<file path="config.mk">
export PLATFORM = sky130hd
export DESIGN_NAME = fetch_stage
export DESIGN_NICKNAME = d
export VERILOG_FILES = /design/src/rtl/fetch_stage.sv
export SDC_FILE = /design/constraint.sdc
export NUM_CORES = 1
export LEC_CHECK = 0
export CAP_MARGIN = 25
export CORE_MARGIN = 3
export CORE_UTILIZATION = 35
export DETAILED_ROUTE_END_ITERATION = 16
export PLACE_DENSITY = 0.66
export SYNTH_ARGS = -nofsm -noshare
export SYNTH_HDL_FRONTEND = slang
export SYNTH_SLANG_ARGS = --single-unit
</file>
<file path="constraint.sdc">
create_clock -name clk -period 4.2 [get_ports clk]
set_clock_uncertainty 0.15 [all_clocks]
set_input_delay 1.05 -clock clk [delete_from_list [all_inputs] [get_ports clk]]
set_output_delay 1.05 -clock clk [all_outputs]
set_load 0.1 [all_outputs]
</file>
<file path="src/rtl/fetch_stage.sv">
`default_nettype none
// ============================================================================
// Module   : fetch_stage
// Purpose  : Instruction fetch stage. Owns the program counter, drives a
//            byte-addressed instruction memory with a one-cycle registered
//            read, and presents instruction / PC+4 / valid to the IF/ID
//            boundary. Supports ID stall and EX branch redirect, and counts
//            issued reads.
// Ports    : clk            - clock, all state on rising edge
//            rst            - synchronous active-low reset (0 = reset)
//            stall          - freeze fetch (ignored when branch_taken=1)
//            branch_taken   - redirect request
//            branch_addr    - redirect target, bits [1:0] ignored
//            mem_read_data  - ReadData from instruction memory
//            mem_address    - combinational address to memory
//            mem_read       - combinational MemRead to memory
//            instruction    - fetched instruction (straight from memory)
//            pc_out         - address of presented instruction + 4
//            valid          - instruction/pc_out belong to a live fetch
//            fetch_count    - reads issued since reset (wraps)
// Revision : 1.0 - initial release
// ============================================================================
module fetch_stage #(
  parameter int                    ADDR_WIDTH = 32,
  parameter logic [ADDR_WIDTH-1:0] RESET_PC   = '0
) (
  input  logic                  clk,
  input  logic                  rst,
  input  logic                  stall,
  input  logic                  branch_taken,
  input  logic [ADDR_WIDTH-1:0] branch_addr,
  input  logic [31:0]           mem_read_data,
  output logic [ADDR_WIDTH-1:0] mem_address,
  output logic                  mem_read,
  output logic [31:0]           instruction,
  output logic [ADDR_WIDTH-1:0] pc_out,
  output logic                  valid,
  output logic [31:0]           fetch_count
);

  localparam logic [0:0]            c_ST_BOOT = 1'b0;
  localparam logic [0:0]            c_ST_RUN  = 1'b1;
  localparam logic [ADDR_WIDTH-1:0] c_PC_STEP = ADDR_WIDTH'(4);

  logic [0:0]            r_state;
  logic [ADDR_WIDTH-1:0] r_pc;
  logic [ADDR_WIDTH-1:0] r_resp_pc;
  logic                  r_valid;
  logic [31:0]           r_fetch_count;

  logic [ADDR_WIDTH-1:0] w_tgt;
  logic [ADDR_WIDTH-1:0] w_mem_address;
  logic                  w_mem_read;
  logic                  w_unused_addr_bits;

  // Branch targets are forced to word alignment; the low bits carry no meaning.
  assign w_tgt              = {branch_addr[ADDR_WIDTH-1:2], 2'b00};
  assign w_unused_addr_bits = ^branch_addr[1:0];

  // Issue decision. BOOT suppresses the read so the memory gets its
  // reset-load cycle. A branch overrides a concurrent stall.
  always_comb begin
    w_mem_address = r_pc;
    w_mem_read    = 1'b0;
    if (rst && (r_state == c_ST_RUN)) begin
      if (branch_taken) begin
        w_mem_address = w_tgt;
        w_mem_read    = 1'b1;
      end else if (!stall) begin
        w_mem_read    = 1'b1;
      end
    end
  end

  always_ff @(posedge clk) begin
    if (!rst) begin
      r_state       <= c_ST_BOOT;
      r_pc          <= RESET_PC;
      r_resp_pc     <= '0;
      r_valid       <= 1'b0;
      r_fetch_count <= '0;
    end else begin
      r_state <= c_ST_RUN;
      // With no read issued everything holds; memory also holds ReadData,
      // so the presented instruction is stable through a stall.
      if (w_mem_read) begin
        r_pc          <= w_mem_address + c_PC_STEP;
        r_resp_pc     <= w_mem_address;
        r_valid       <= 1'b1;
        r_fetch_count <= r_fetch_count + 32'd1;
      end
    end
  end

  assign mem_address = w_mem_address;
  assign mem_read    = w_mem_read;
  assign instruction = mem_read_data;
  assign pc_out      = r_resp_pc + c_PC_STEP;
  assign valid       = r_valid;
  assign fetch_count = r_fetch_count;

endmodule
`default_nettype wire

</file>
==> summary.md, run 1 <==
| Metric | Value |
|---|---|
| Hold violation total from the final report | `0` |
| Antenna violations before repair | `0` |
| Category of the worst setup path capture point | `primary output` |
| VDD IR max | `0.000196 V` |
| Relative contribution of combinational cells to total power | `22.0%` |
| Sum of net half-perimeters after detailed placement | `12200 um` |
| Share of total power consumed by net switching | `30.8%` |
| Max-slew violation total from the final report | `0` |
| Area of the core region | `0.0162 mm2` |
| Number of I/O pins | `198` |
| Portion of the post-synthesis area used by sequential elements | `32.6%` |
| Global routing usage on met1 | `24.5%` |
| Layout cells sized above 1 | `18.4%` |
| Total Wirelength | `16600 um` |
| Power dissipated by switching net loads | `0.735 mW` |
| Wire length of the first global-routing pass | `26500 um` |
| Worst-skew pair later-pin latency | `0.35 ns` |
| Post-synth net total | `797` |
| Max Clock Freq | `249 MHz` |
| Count of distinct cell types in the synthesized netlist | `49` |
| Critical path fanouts, max | `50` |
| Warning count from the yosys run | `0` |
| Area used by sequential logic in the layout | `0.00192 mm2` |
| Smallest hold slack | `0.304 ns` |
| Transition time of the tightest slew-check pin | `0.986 ns` |
| Most common cell in the synthesized netlist | `dfxtp_1` |
| Number of H-tree branching levels | `3` |
| Clock sink count | `96` |
| Dpl ws | `0.106 ns` |
| Layout Cell Area excl Fill | `0.00811 mm2` |
| Total standard cell area after synthesis | `0.00590 mm2` |
| Resized Gates After CTS | `0` |
| Number of hold buffers added after CTS | `0` |
| Post-detailed-route wirelength per cell | `15.9 um` |
| Global route total overflow | `0` |
| Min cycle time layout | `4.02 ns` |
| Final setup violation count | `0` |
| Total die area | `0.0184 mm2` |
| Proportion of power drawn by the clock network | `37.9%` |
| Number of fill cells in the layout | `1533` |
| Worst min-delay path category | `flip-flop to flip-flop` |
| Die height | `136 um` |
| Post-synth EDFFs | `0` |
| Final core utilization | `50.1%` |
| Cell Area, Placed | `0.00777 mm2` |
| Max-cap violation count | `0` |
| Sequential fraction of design power | `40.1%` |
| Async S/R FF share, synth | `0%` |
| Most instantiated cells after synthesis | `96 x dfxtp_1, 89 x nand2_1, 62 x nand3_1` |
| Clock tree root driver cell | `clkbuf_16` |
| Worst-case clock buffer depth | `2` |
| Min setup slack post-route | `0.183 ns` |
| Post-CTS setup buffer count | `0` |
| Clock buffers created by TritonCTS | `9` |
| Initial drt markers | `303` |
| Antenna cells | `0` |
| Flops & latches, synth | `96` |
| Outcome | `completed` |
| Global routing met3 resource utilization | `3.33%` |
| Cell row count | `46` |
| Vias/cell | `5.24` |
| Vias in the first global route | `4994` |
| Area taken by multi-input logic gates | `0.00350 mm2` |
| Type of the worst setup path | `input port to primary output` |
| All-layer global routing usage | `17.8%` |
| Period Utilization, post-route | `95.6%` |
| Cell taking the most area after synthesis | `dfxtp_1` |
| Internal Power | `1.65 mW` |
| Total power | `2.39 mW` |
| Post-route DRC | `0` |
| ANT nets after route | `0` |
| Buffers added on ports | `131` |
| Syn-to-layout area delta | `37.4%` |
| Leakage dissipation | `3.23 nW` |
| Gate count after technology mapping | `726` |
| Final weighted congestion of routability-driven global placement | `0.849` |
| Leading cell types by total area after synthesis | `dfxtp_1 33%, mux2i_1 6.4%, nand2_1 5.7%, nand3_1 5.3%, xnor2_1 5.2%` |
| Number of vias after detailed routing | `5482` |
| Met2 track demand over resource in global routing | `28.4%` |
| Setup repair after global routing missed its margin | `no` |
| Pre-antenna DRT Iters | `5` |
| Worst path required time | `3.00 ns` |
| Top cell type's share of synthesized area | `32.6%` |
| Die outline width | `136 um` |
| Number of nets in the finished design | `896` |
| GRT Max-Usage Layer | `met2` |
| Effective utilization at floorplan | `36.5%` |
| Clock-pin slew reported for the worst setup and hold paths after clock tree synthesis | `0.06 ns` |
| Pin count of the biggest net entering global routing | `91` |
| PwrDens | `294 mW/mm2` |
| Worst slew margin | `34.1%` |
| Top FF cell, synth | `dfxtp_1` |
| Mean post-synth cell area | `8.12 um2` |
| Type of element launching the critical path | `input port` |
| Clock tree from TritonCTS | `built` |
| Worst path arrival time | `2.82 ns` |
-- kinds of logic (layout without fill, tap and decap cells) --
family / Yosys count / count (layout) / synth area share (%)
xor+xnor: 57 / 57 / 8.46
flops: 96 / 96 / 32.6
fa+ha+maj: 3 / 3 / 0.636
simple gates: 318 / 318 / 29.0
mux: 48 / 48 / 8.36
buf+inv: 103 / 207 / 9.35
compound gates: 101 / 101 / 11.6
-- metal layers --
layer	share of wire [%]	wire length [um]
met3	4.9	811
met2	48	8000
met1	45	7550
met5	0	0
met4	1.5	246
-- cells in the final DEF, fill, tap and decap left out, types with 3 or more instances in the layout --
master / instances
nor4_4: 4
mux2i_1: 38
o211ai_1: 8
or3_1: 6
clkbuf_16: 9
and2_1: 31
a31o_2: 16
xnor2_1: 30
o22ai_1: 3
xor2_1: 21
a21boi_0: 6
nor2_1: 24
nand2b_1: 4
a31oi_1: 9
buf_4: 45
inv_1: 29
nand2_1: 86
and3_1: 18
or4_1: 8
clkdlybuf4s50_1: 68
xnor2_2: 5
mux2_2: 10
ha_1: 3
dfxtp_1: 96
a21oi_1: 5
nor4_1: 15
buf_12: 47
and4_1: 8
nand4_1: 20
nor3_1: 21
o21ai_0: 34
o31ai_1: 8
nand3_1: 62
-- power by group through the flow --
stage	logic, mW	registers, mW	clock network [mW]
after floorplan	0.460	0.988	0
after global placement	0.525	0.977	0
after detailed placement	0.527	0.978	0
after CTS	0.528	0.957	0.930
after global routing	0.548	0.960	0.971
final	0.525	0.957	0.904
-- per-stage QoR --
stage | std cells | TNS, ns
3_5_place_dp | 1030 | 0
2_1_floorplan | 726 | -0.0983
3_3_place_gp | 1030 | 0
4_1_cts | 1046 | 0
6_report | 1046 | 0
5_1_grt | 1046 | 0
-- flip-flops by register name, indices dropped and copies added (netlist names) --
signal,flops
fetch_count,32
r_pc,32
r_resp_pc,30
r_state,1
valid,1
-- critical path, stage by stage --
cell,delay (ns)
clkdlybuf4s50_1,0.51
and3_4,0.23
buf_12,0.27
mux2i_1,0.32
inv_1,0.17
buf_12,0.20
-- final timing paths --
check | startpoint | slack (ns) | end | cells after the start
min | valid | 0.30 | valid | 2
max | branch_taken | 0.18 | mem_address[26] | 6
max reg2reg | r_state | 1.33 | r_pc[28] | 9
min reg2reg | valid | 0.30 | valid | 2
-- area by class of cell --
| cell class | instances | share of cell area (%) |
|---|---|---|
| clock inverters | 6 | 1.14 |
| clock buffers | 10 | 2.95 |
| multi-input cells | 527 | 43.2 |
| flip-flops and latches | 96 | 23.7 |
| inverters | 30 | 1.39 |
| repair buffers | 161 | 24.2 |
| well taps | 216 | 3.33 |
Power figures use the tool's default switching activity.
==> inputs of run 2 (changes only) <==
--- a/config.mk
+++ b/config.mk
@@ -5,6 +5,7 @@
 export SDC_FILE = /design/constraint.sdc
 export NUM_CORES = 1
 export LEC_CHECK = 0
+export ABC_CLOCK_PERIOD_IN_PS = 4200
 export CAP_MARGIN = 25
 export CORE_MARGIN = 3
 export CORE_UTILIZATION = 35
==> results of run 2 <==
No change in the layout: final DEF, timing and power equal those of run 1.
